===== src/rtl/rr_mux4_feeder_pkg.sv =====
`default_nettype none
// +----------------------------------------------------------------------+
// | Package : rr_mux4_feeder_pkg                                         |
// | Purpose : Shared definitions for the round-robin 4:1 mux feeder:     |
// |           channel count, select width and FSM state encoding.        |
// | Revision: 1.0 - initial release                                      |
// +----------------------------------------------------------------------+
package rr_mux4_feeder_pkg;

  localparam int NUM_CH = 4;
  localparam int SEL_W  = 2;

  typedef enum logic [0:0] {
    ST_IDLE  = 1'b0,
    ST_GRANT = 1'b1
  } state_e;

endpackage : rr_mux4_feeder_pkg
`default_nettype wire


===== src/rtl/rr_mux4_feeder_rr_pick4.sv =====
`default_nettype none
// +----------------------------------------------------------------------+
// | Module  : rr_pick4                                                   |
// | Purpose : Combinational round-robin picker. Scans req starting at    |
// |           ptr (ptr, ptr+1, ... mod 4) and returns the first set bit, |
// |           optionally skipping one excluded channel.                  |
// | Ports   : req[3:0]      in  request vector                           |
// |           ptr[1:0]      in  first channel to examine                 |
// |           excl_en       in  enable exclusion of excl_idx             |
// |           excl_idx[1:0] in  channel to skip when excl_en is high     |
// |           any           out a non-excluded request was found         |
// |           idx[1:0]      out winning channel (valid when any=1)       |
// | Revision: 1.0 - initial release                                      |
// +----------------------------------------------------------------------+
module rr_pick4
  import rr_mux4_feeder_pkg::*;
(
  input  logic [NUM_CH-1:0] req,
  input  logic [SEL_W-1:0]  ptr,
  input  logic              excl_en,
  input  logic [SEL_W-1:0]  excl_idx,
  output logic              any,
  output logic [SEL_W-1:0]  idx
);

  logic [SEL_W-1:0] cand;

  // Walk from the farthest offset back to offset 0 so the candidate
  // closest to ptr is the last one written and therefore wins.
  always_comb begin
    any  = 1'b0;
    idx  = ptr;
    cand = '0;
    for (int k = NUM_CH - 1; k >= 0; k--) begin
      cand = ptr + SEL_W'(k);
      if (req[cand] && !(excl_en && (cand == excl_idx))) begin
        any = 1'b1;
        idx = cand;
      end
    end
  end

endmodule : rr_pick4
`default_nettype wire


===== src/rtl/rr_mux4_feeder.sv =====
`default_nettype none
// +----------------------------------------------------------------------+
// | Module  : rr_mux4_feeder                                             |
// | Purpose : Round-robin scheduler in front of a combinational 4:1 mux. |
// |           Grants one requesting channel at a time (drives sel/gnt),  |
// |           samples the mux output z into a registered valid/ready     |
// |           stream, limits each grant to HOLD_MAX samples.             |
// | Ports   : clk, rst (sync, active high)                               |
// |           req[3:0]    in  per-channel request                        |
// |           z           in  mux output (depends on sel)                |
// |           dout_ready  in  downstream accepts dout                    |
// |           sel[1:0]    out registered mux select                      |
// |           gnt[3:0]    out registered one-hot grant, 0 when idle      |
// |           dout        out registered sample of z                     |
// |           dout_valid  out dout holds an unaccepted sample            |
// |           busy        out high while in the GRANT state              |
// |           grant_cnt   out per-channel 8-bit saturating grant counts  |
// |                           (only when RR_MUX4_STATS_EN is defined)    |
// | Macro   : RR_MUX4_STATS_EN - adds the grant_cnt statistics port      |
// | Revision: 1.0 - initial release                                      |
// +----------------------------------------------------------------------+
module rr_mux4_feeder
  import rr_mux4_feeder_pkg::*;
#(
  parameter int HOLD_MAX = 8,
  parameter int CNT_W    = 4
) (
  input  logic              clk,
  input  logic              rst,
  input  logic [NUM_CH-1:0] req,
  input  logic              z,
  input  logic              dout_ready,
  output logic [SEL_W-1:0]  sel,
  output logic [NUM_CH-1:0] gnt,
  output logic              dout,
  output logic              dout_valid,
  output logic              busy
`ifdef RR_MUX4_STATS_EN
  ,
  output logic [31:0]       grant_cnt
`endif
);

  state_e            state_q, state_d;
  logic [SEL_W-1:0]  sel_q, sel_d;
  logic [NUM_CH-1:0] gnt_q, gnt_d;
  logic [SEL_W-1:0]  ptr_q, ptr_d;
  logic [CNT_W-1:0]  hold_q, hold_d;
  logic              dout_q, dout_d;
  logic              dout_valid_q, dout_valid_d;
  logic              busy_q, busy_d;

  logic              stalled;
  logic              req_cur;
  logic              release_now;
  logic              grant_start;
  logic [SEL_W-1:0]  grant_idx;

  logic              pick_any;
  logic [SEL_W-1:0]  pick_idx;
  logic [SEL_W-1:0]  pick_ptr;
  logic              pick_excl;

  // In IDLE the scan starts at ptr; on release it starts just past the
  // current channel and skips it, so the current channel is only
  // re-granted when nobody else is asking.
  assign pick_ptr  = (state_q == ST_IDLE) ? ptr_q : sel_q + SEL_W'(1);
  assign pick_excl = (state_q == ST_GRANT);

  rr_pick4 u_pick (
    .req      (req),
    .ptr      (pick_ptr),
    .excl_en  (pick_excl),
    .excl_idx (sel_q),
    .any      (pick_any),
    .idx      (pick_idx)
  );

  assign stalled     = dout_valid_q & ~dout_ready;
  assign req_cur     = req[sel_q];
  assign release_now = ~req_cur | (hold_q == CNT_W'(HOLD_MAX - 1));

  always_comb begin
    state_d      = state_q;
    sel_d        = sel_q;
    gnt_d        = gnt_q;
    ptr_d        = ptr_q;
    hold_d       = hold_q;
    dout_d       = dout_q;
    busy_d       = busy_q;
    // Accepted samples drop out; a stall keeps the sample in place.
    dout_valid_d = dout_valid_q & ~dout_ready;
    grant_start  = 1'b0;
    grant_idx    = pick_idx;

    case (state_q)
      ST_IDLE: begin
        if (pick_any) begin
          state_d     = ST_GRANT;
          sel_d       = pick_idx;
          gnt_d       = NUM_CH'(1) << pick_idx;
          hold_d      = '0;
          busy_d      = 1'b1;
          grant_start = 1'b1;
        end
      end

      ST_GRANT: begin
        // While stalled nothing moves, including release decisions.
        if (!stalled) begin
          if (req_cur) begin
            dout_d       = z;
            dout_valid_d = 1'b1;
            hold_d       = hold_q + CNT_W'(1);
          end
          if (release_now) begin
            ptr_d  = sel_q + SEL_W'(1);
            hold_d = '0;
            if (pick_any) begin
              sel_d       = pick_idx;
              gnt_d       = NUM_CH'(1) << pick_idx;
              grant_start = 1'b1;
            end else if (req_cur) begin
              // Hold expired with no competitor: fresh grant, same channel.
              grant_idx   = sel_q;
              grant_start = 1'b1;
            end else begin
              state_d = ST_IDLE;
              gnt_d   = '0;
              busy_d  = 1'b0;
            end
          end
        end
      end

      default: begin
        state_d = ST_IDLE;
        gnt_d   = '0;
        busy_d  = 1'b0;
      end
    endcase
  end

  always_ff @(posedge clk) begin
    if (rst) begin
      state_q      <= ST_IDLE;
      sel_q        <= '0;
      gnt_q        <= '0;
      ptr_q        <= '0;
      hold_q       <= '0;
      dout_q       <= 1'b0;
      dout_valid_q <= 1'b0;
      busy_q       <= 1'b0;
    end else begin
      state_q      <= state_d;
      sel_q        <= sel_d;
      gnt_q        <= gnt_d;
      ptr_q        <= ptr_d;
      hold_q       <= hold_d;
      dout_q       <= dout_d;
      dout_valid_q <= dout_valid_d;
      busy_q       <= busy_d;
    end
  end

  assign sel        = sel_q;
  assign gnt        = gnt_q;
  assign dout       = dout_q;
  assign dout_valid = dout_valid_q;
  assign busy       = busy_q;

`ifdef RR_MUX4_STATS_EN
  for (genvar i = 0; i < NUM_CH; i++) begin : g_stat_cnt
    logic [7:0] cnt_q, cnt_d;

    always_comb begin
      cnt_d = cnt_q;
      if (grant_start && (grant_idx == SEL_W'(i)) && (cnt_q != 8'hFF)) begin
        cnt_d = cnt_q + 8'd1;
      end
    end

    always_ff @(posedge clk) begin
      if (rst) begin
        cnt_q <= 8'd0;
      end else begin
        cnt_q <= cnt_d;
      end
    end

    assign grant_cnt[8*i +: 8] = cnt_q;
  end
`else
  logic unused_stats;
  assign unused_stats = ^{grant_start, grant_idx};
`endif

endmodule : rr_mux4_feeder
`default_nettype wire

===== config.mk =====
export PLATFORM = sky130hd
export DESIGN_NAME = rr_mux4_feeder
export DESIGN_NICKNAME = d
export VERILOG_FILES = /design/src/rtl/rr_mux4_feeder_pkg.sv /design/src/rtl/rr_mux4_feeder_rr_pick4.sv /design/src/rtl/rr_mux4_feeder.sv
export SDC_FILE = /design/constraint.sdc
export NUM_CORES = 1
export LEC_CHECK = 0
export ABC_AREA = 1
export BUFFER_PORTS_ARGS = -buffer_cell sky130_fd_sc_hd__buf_2
export CORE_MARGIN = 4
export CORE_UTILIZATION = 40
export DETAILED_ROUTE_END_ITERATION = 8
export PLACE_DENSITY = 0.57
export SYNTH_ARGS = -nofsm -noshare
export SYNTH_HDL_FRONTEND = slang
export SYNTH_SLANG_ARGS = --single-unit

===== constraint.sdc =====
create_clock -name clk -period 1.75 [get_ports clk]
set_input_delay 0.2625 -clock clk [delete_from_list [all_inputs] [get_ports clk]]
set_output_delay 0.2625 -clock clk [all_outputs]
set_load 0.02 [all_outputs]

==> flow_metrics.py, run 1 <==
metrics = {
    "run_status": {
        "violations": "setup timing",
        "status": "complete, but fails checks",
    },
    "yosys": {
        "syn_area_um2": 1072,
        "netlist_instances": 162,
        "ys_types": 23,
        "synth_top_family_by_area": "simple AND/OR/NAND/NOR gates",
        "synth_area_leaders": "dfxtp_1 (30%), nand2_1 (12%), a21oi_1 (7.9%)",
        "synthArstFlopShare_pct": 0,
        "ys_ff_latch": 16,
        "ys_warn_count": 0,
        "syn_nets": 171,
        "synth_compound_area_share_pct": 17.15,
        "synth_mux_area_share_pct": 0,
        "synth-main-ff-cell": "dfxtp_1",
        "yosys.area_share.simple_pct": 39.09,
        "synthAdderAreaFrac_pct": 1.167,
        "synth_largest_area_cell": "dfxtp_1",
        "avgSynthCellArea_um2": 6.619,
        "synth_top_area_share_pct": 29.87,
        "synth_enable_flop_cells": 0,
        "ys_seq_area_share_pct": 29.87,
        "yosys.area_share.xor_xnor_pct": 0.8168,
    },
    "placed_design": {
        "place_congestion": 0.7981,
        "dp_hpwl_um": 2084,
        "io_buffers": 16,
        "place_ws_ns": -0.07966,
        "placed_area_um2": 1231,
    },
    "detailed_routing": {
        "dr.pass1.iters": 5,
        "num_vias": 1170,
        "wirelength_um": 2972,
        "vias_per_cell": 5.270,
        "ant_nets": 0,
        "drcViolationCount": 0,
        "drt-wirelength-per-cell_um": 13.39,
        "drt_iter0_drc": 40,
    },
    "grt": {
        "grt_pass1_wl_um": 4636,
        "grt_antenna_before_repair": 0,
        "grt-ovfl-total": 0,
        "grt_util_all_layers_pct": 16.64,
        "grt_pass1_vias": 1040,
        "grt_max_degree": 13,
    },
    "flow_run": {
        "maxCapViolCount": 0,
    },
    "worst_setup_path": {
        "end_kind": "register",
        "worstPathCellList": "buf_6, clkinv_8, nand2_8, nand2_4, nand2_2, nand3_2, nand2_2, inv_2, nand3_4, nand2_2, inv_2, nand3_2, nor2_2, nor2_1, nor2_1",
        "critical-path-max-stage-delay_ns": 0.35,
        "arrival_ns": 1.99,
        "crit_path_start_kind": "register",
        "required_ns": 1.97,
        "critPathSlowestCell": "dfxtp_2",
        "path_class": "reg2reg",
        "worstPathMaxFanout": 6,
        "path_common_cell": "nand2_2",
    },
    "cts": {
        "path_clk_slew_ns": 0.09,
        "cts_tree": "built",
        "clk_latency_ns": 0.28,
        "cts_made_buffers": 3,
        "clockRootBuffer": "clkbuf_4",
        "h-tree-depth": 1,
        "clockBufferDepth": 2,
        "cts.sinks": 16,
    },
    "power_and_ir_drop": {
        "p_leak_nw": 0.7032,
        "total_power_mw": 2.589,
        "irDropWorstVdd_mv": 0.9514,
        "power_density_nw_per_um2": 1727,
    },
    "sta": {
        "finalSetupViolations": 2,
        "clock.fmax_mhz": 565.1,
        "max_slew_margin_pct": 83.68,
        "hold-worst-slack_ns": 0.2451,
        "tightest_slew_ns": 0.2440,
        "fin_worst_skew_ns": 0.001071,
        "slew_violations": 0,
        "final.period_utilization_pct": 101.1,
        "setup_slack_ns": -0.01948,
        "hold_viol": 0,
        "setup_tns_ns": -0.03509,
        "period_needed_ns": 1.769,
        "rsz0062_at_grt": "yes",
    },
    "floorplan": {
        "die_y_um": 59.78,
        "initial_core_util_pct": 42.51,
        "rows": 18,
        "dieArea_um2": 3573,
        "core_area_um2": 2522,
        "die_x_um": 59.78,
        "num_io_pins": 17,
    },
    "final_layout": {
        "layout-drive-gt1-share_pct": 46.88,
        "nets": 203,
        "syn_to_final_growth_pct": 39.79,
        "antenna_cells": 0,
        "design_area_um2": 1499,
        "final_common_cell": "nand2_1",
        "final_cell_mix": "nand2_1 (21), inv_1 (20), nand2_2 (19)",
    },
    "min_path": {
        "hold_path_class": "in2reg",
    },
}
registers in the layout, indices dropped and copies added, names as in the netlist:
| signal | flops |
|---|---|
| busy | 1 |
| dout | 1 |
| dout_valid | 1 |
| gnt | 4 |
| hold_q | 4 |
| pick_excl | 1 |
| ptr_q | 2 |
| sel | 2 |
logic make-up (layout without fill, tap and decap cells):
logic type,Yosys count,after routing
adders and majority gates,1,1
and+or+nand+nor,83,84
DFF,16,16
buffers and inverters,28,57
xor gates and xnor gates,1,1
AOI/OAI and AO/OA,33,33
stage by stage:
| stage | utilization [%] | cells |
|---|---|---|
| after floorplan | - | 162 |
| after global placement | 48.81 | 214 |
| after detailed placement | 48.81 | 214 |
| after CTS | 51.44 | 217 |
| after global routing | 59.42 | 222 |
| final | 59.42 | 222 |
final timing paths:
check,start,to,slack (ns),cells after the start
worst max-delay path,pick_excl$_SDFF_PP0_,gnt[1]$_SDFFE_PP0P_,-0.02,15
worst min-delay path,z,dout$_SDFFE_PP0P_,0.25,3
worst max register to register,pick_excl$_SDFF_PP0_,gnt[1]$_SDFFE_PP0P_,-0.02,15
worst min register to register,gnt[3]$_SDFFE_PP0P_,gnt[3]$_SDFFE_PP0P_,0.46,2
what timing repair did:
action                                  4_1_cts  5_1_grt
pin swaps                                     3       14
endpoints found under the setup margin       10       11
resized for setup                            10       39
hold buffers                                  0        0
cloned                                        0        1
endpoints found under the hold margin         0        0
setup buffers                                 0        4
per-layer routing:
metal | vias to the layer above | wire length [µm] | global-route usage (%)
li1 | 591 | - | -
met1 | 548 | 1422 | 23.41
met2 | 31 | 1411 | 26.23
met3 | 0 | 139 | 4.968
met4 | 0 | 0 | 0.9494
met5 | - | 0 | 0
cell type report:
type | instances | area (µm²)
clock buffers | 3 | 22.52
fillers | 245 | 1023
inverters | 25 | 106.4
multi-input cells | 119 | 812.0
flip-flops and latches | 16 | 326.6
well taps | 30 | 37.54
repair buffers | 29 | 193.9
cell usage after synthesis, types with 2 or more instances:
cell type  count
nand2_2       11
nand2_1       35
nand3_2        2
nand4_1        6
o21ai_0       10
dfxtp_1       16
inv_2          4
nand3_1       17
nor2_1         8
a21oi_1       17
nand2_4        2
o21ai_2        2
buf_6          2
o21ai_1        2
inv_1         20
where the power goes:
group	switching, mW	internal, mW	total, mW
clock	0.109	0.0798	0.189
sequential	0.0756	0.466	0.542
combinational	1.17	0.690	1.86
critical path, delay by kind of cell, from the launching register on:
kind | cells | cell delay (ns)
flops | 1 | 0.35
buf+inv | 4 | 0.37
simple gates | 11 | 0.98
Note: power is estimated with default switching activity, not from simulation.
==> run 2, diff against run 1 <==
- CORE_MARGIN: 4 -> 5
- CORE_UTILIZATION: 40 -> 55
- PLACE_DENSITY: 0.57 -> 0.75
==> flow_metrics.py, run 2 (same netlist as run 1, synthesis figures left out) <==
metrics = {
    "sta": {
        "hold-worst-slack_ns": 0.2288,
        "slew_violations": 0,
        "period_needed_ns": 1.825,
        "finalSetupViolations": 7,
        "final.period_utilization_pct": 104.3,
        "setup_tns_ns": -0.2644,
        "rsz0062_at_grt": "yes",
        "fin_worst_skew_ns": 0.005723,
        "max_slew_margin_pct": 83.96,
        "hold_viol": 0,
        "clock.fmax_mhz": 548.0,
        "tightest_slew_ns": 0.2398,
        "setup_slack_ns": -0.07487,
    },
    "worst_setup_path": {
        "reg2reg_setup_slack_ns": -0.07,
        "end_kind": "register",
        "critical-path-max-stage-delay_ns": 0.43,
        "critical_path_cell_count": 13,
        "critPathSlowestCell": "dfxtp_4",
        "crit_family": "simple AND/OR/NAND/NOR gates",
        "worstPathMaxFanout": 6,
        "crit_path_start_kind": "register",
        "rr_worst_depth": 13,
        "arrival_ns": 2.07,
        "worstPathCellList": "inv_8, nand2_8, nand2_8, buf_6, o21ai_4, nand2_1, nand2_1, inv_1, nand4_1, nand3_2, nor2_2, nor2_1, nor2_1",
        "required_ns": 1.99,
        "crit_buf_inv": 3,
        "path_class": "reg2reg",
    },
    "grt": {
        "use_met1_pct": 27.24,
        "busiest_layer": "met2",
        "gr-usage-met3_pct": 3.047,
        "grt_pass1_wl_um": 5057,
        "grt_antenna_before_repair": 0,
        "grtUsageMet2_pct": 42.43,
        "grt_util_all_layers_pct": 23.60,
        "grt-ovfl-total": 0,
        "grt_pass1_vias": 1168,
        "grt_max_degree": 13,
    },
    "final_layout": {
        "layout-drive-gt1-share_pct": 48.02,
        "final_common_cell": "nand2_1",
        "multiInputGateArea_um2": 827.0,
        "fillers": 114,
        "antenna_cells": 0,
        "nets": 212,
        "final_util_pct": 83.68,
        "seqCellArea_um2": 330.3,
        "final_cell_mix": "nand2_1 (24), buf_4 (21), inv_1 (19)",
        "syn_to_final_growth_pct": 48.43,
    },
    "detailed_routing": {
        "num_vias": 1274,
        "dr.pass1.iters": 4,
        "ant_nets": 0,
        "drcViolationCount": 0,
        "wirelength_um": 3490,
        "drt_iter0_drc": 35,
        "drt-wirelength-per-cell_um": 15.24,
        "vias_per_cell": 5.563,
    },
    "cts": {
        "cts_tree": "built",
        "clockBufferDepth": 2,
        "clockRootBuffer": "clkbuf_4",
        "h-tree-depth": 1,
        "clk_latency_ns": 0.30,
        "holdBufCountCts": 0,
        "cts_made_buffers": 3,
        "path_clk_slew_ns": 0.10,
        "cts.sinks": 16,
    },
    "run_status": {
        "violations": "setup timing",
        "status": "complete, but fails checks",
    },
    "min_path": {
        "min_path_cells": 3,
        "hold_path_class": "in2reg",
    },
    "power_and_ir_drop": {
        "combPwrFrac_pct": 72.1,
        "power_density_nw_per_um2": 1830,
        "p_leak_nw": 0.7635,
        "p_seq_share_pct": 19.3,
        "total_power_mw": 2.912,
        "clockPowerShare_pct": 8.7,
        "swShare_pct": 51.59,
        "irDropWorstVdd_mv": 1.204,
        "p_int_mw": 1.410,
        "p_switching_mw": 1.502,
    },
    "floorplan": {
        "core_area_um2": 1902,
        "die_y_um": 54.16,
        "die_x_um": 54.16,
        "dieArea_um2": 2933,
        "initial_core_util_pct": 56.38,
        "rows": 16,
        "num_io_pins": 17,
    },
    "placed_design": {
        "dp_hpwl_um": 1928,
        "place_congestion": 0.8155,
        "io_buffers": 16,
    },
    "flow_run": {
        "maxCapViolCount": 0,
    },
}
==> run 2: cell count changes in the layout (fill, tap and decap cells not counted), moves of 3 or more <==
| cell | before | now |
|---|---|---|
| buf_4 | 11 | 21 |
| nand2_2 | 19 | 14 |
| nand3_2 | 9 | 5 |
| nand3_4 | 2 | 6 |
| nand2_1 | 21 | 24 |
==> run 2: worst paths after layout <==
| path | startpoint | endpoint |
|---|---|---|
| max | pick_excl$_SDFF_PP0_ | gnt[1]$_SDFFE_PP0P_ |
| min | z | dout$_SDFFE_PP0P_ |
| max reg2reg | pick_excl$_SDFF_PP0_ | gnt[1]$_SDFFE_PP0P_ |
| min reg2reg | gnt[3]$_SDFFE_PP0P_ | gnt[3]$_SDFFE_PP0P_ |
==> run 2: metrics by stage <==
| step | instances | setup slack (ns) | area [µm²] |
|---|---|---|---|
| after global placement | 210 | -0.01411 | 1232 |
| after CTS | 220 | 0.01196 | 1425 |
| after detailed placement | 210 | -0.05395 | 1232 |
| after global routing | 229 | -0.2289 | 1592 |
| after floorplan | 162 | 0.004828 | 1072 |
| final | 229 | -0.07487 | 1592 |
==> run 2: repair_timing <==
action / CTS / global route
pin swaps: 11 / 27
setup endpoints to repair: 8 / 11
setup buffers: 7 / 9
gates cloned: 0 / 0
resized for setup: 33 / 24
==> run 2: area by class of cell <==
class,instances,area share (%)
Multi-Input combinational cell,118,51.97
Sequential cell,16,20.75
Timing Repair Buffer,39,16.35
Inverter,25,6.525
Clock buffer,4,2.280
Tap cell,27,2.123
==> run 2: power groups by stage <==
stage | Combinational, mW | Sequential (mW) | Clock, mW
detailed placement | 1.40 | 0.532 | 0
finish | 2.10 | 0.561 | 0.253
floorplan | 0.992 | 0.591 | 0
global placement | 1.38 | 0.528 | 0
CTS | 1.66 | 0.546 | 0.248
global route | 2.27 | 0.571 | 0.266
==> run 2: per-layer routing <==
| layer | routed length [µm] | share of wire, % |
|---|---|---|
| met2 | 1812 | 52 |
| met1 | 1439 | 41 |
| met3 | 165 | 4.7 |
| met4 | 73 | 2.1 |
| met5 | 0 | 0 |
==> run 2: worst reg2reg max path, delay by kind of cell (launching register included) <==
family                 cells  cell delay, ns
AO/OA/AOI/OAI              1            0.22
flip-flops                 1            0.43
AND/OR/NAND/NOR            9            0.86
buffers and inverters      3            0.26
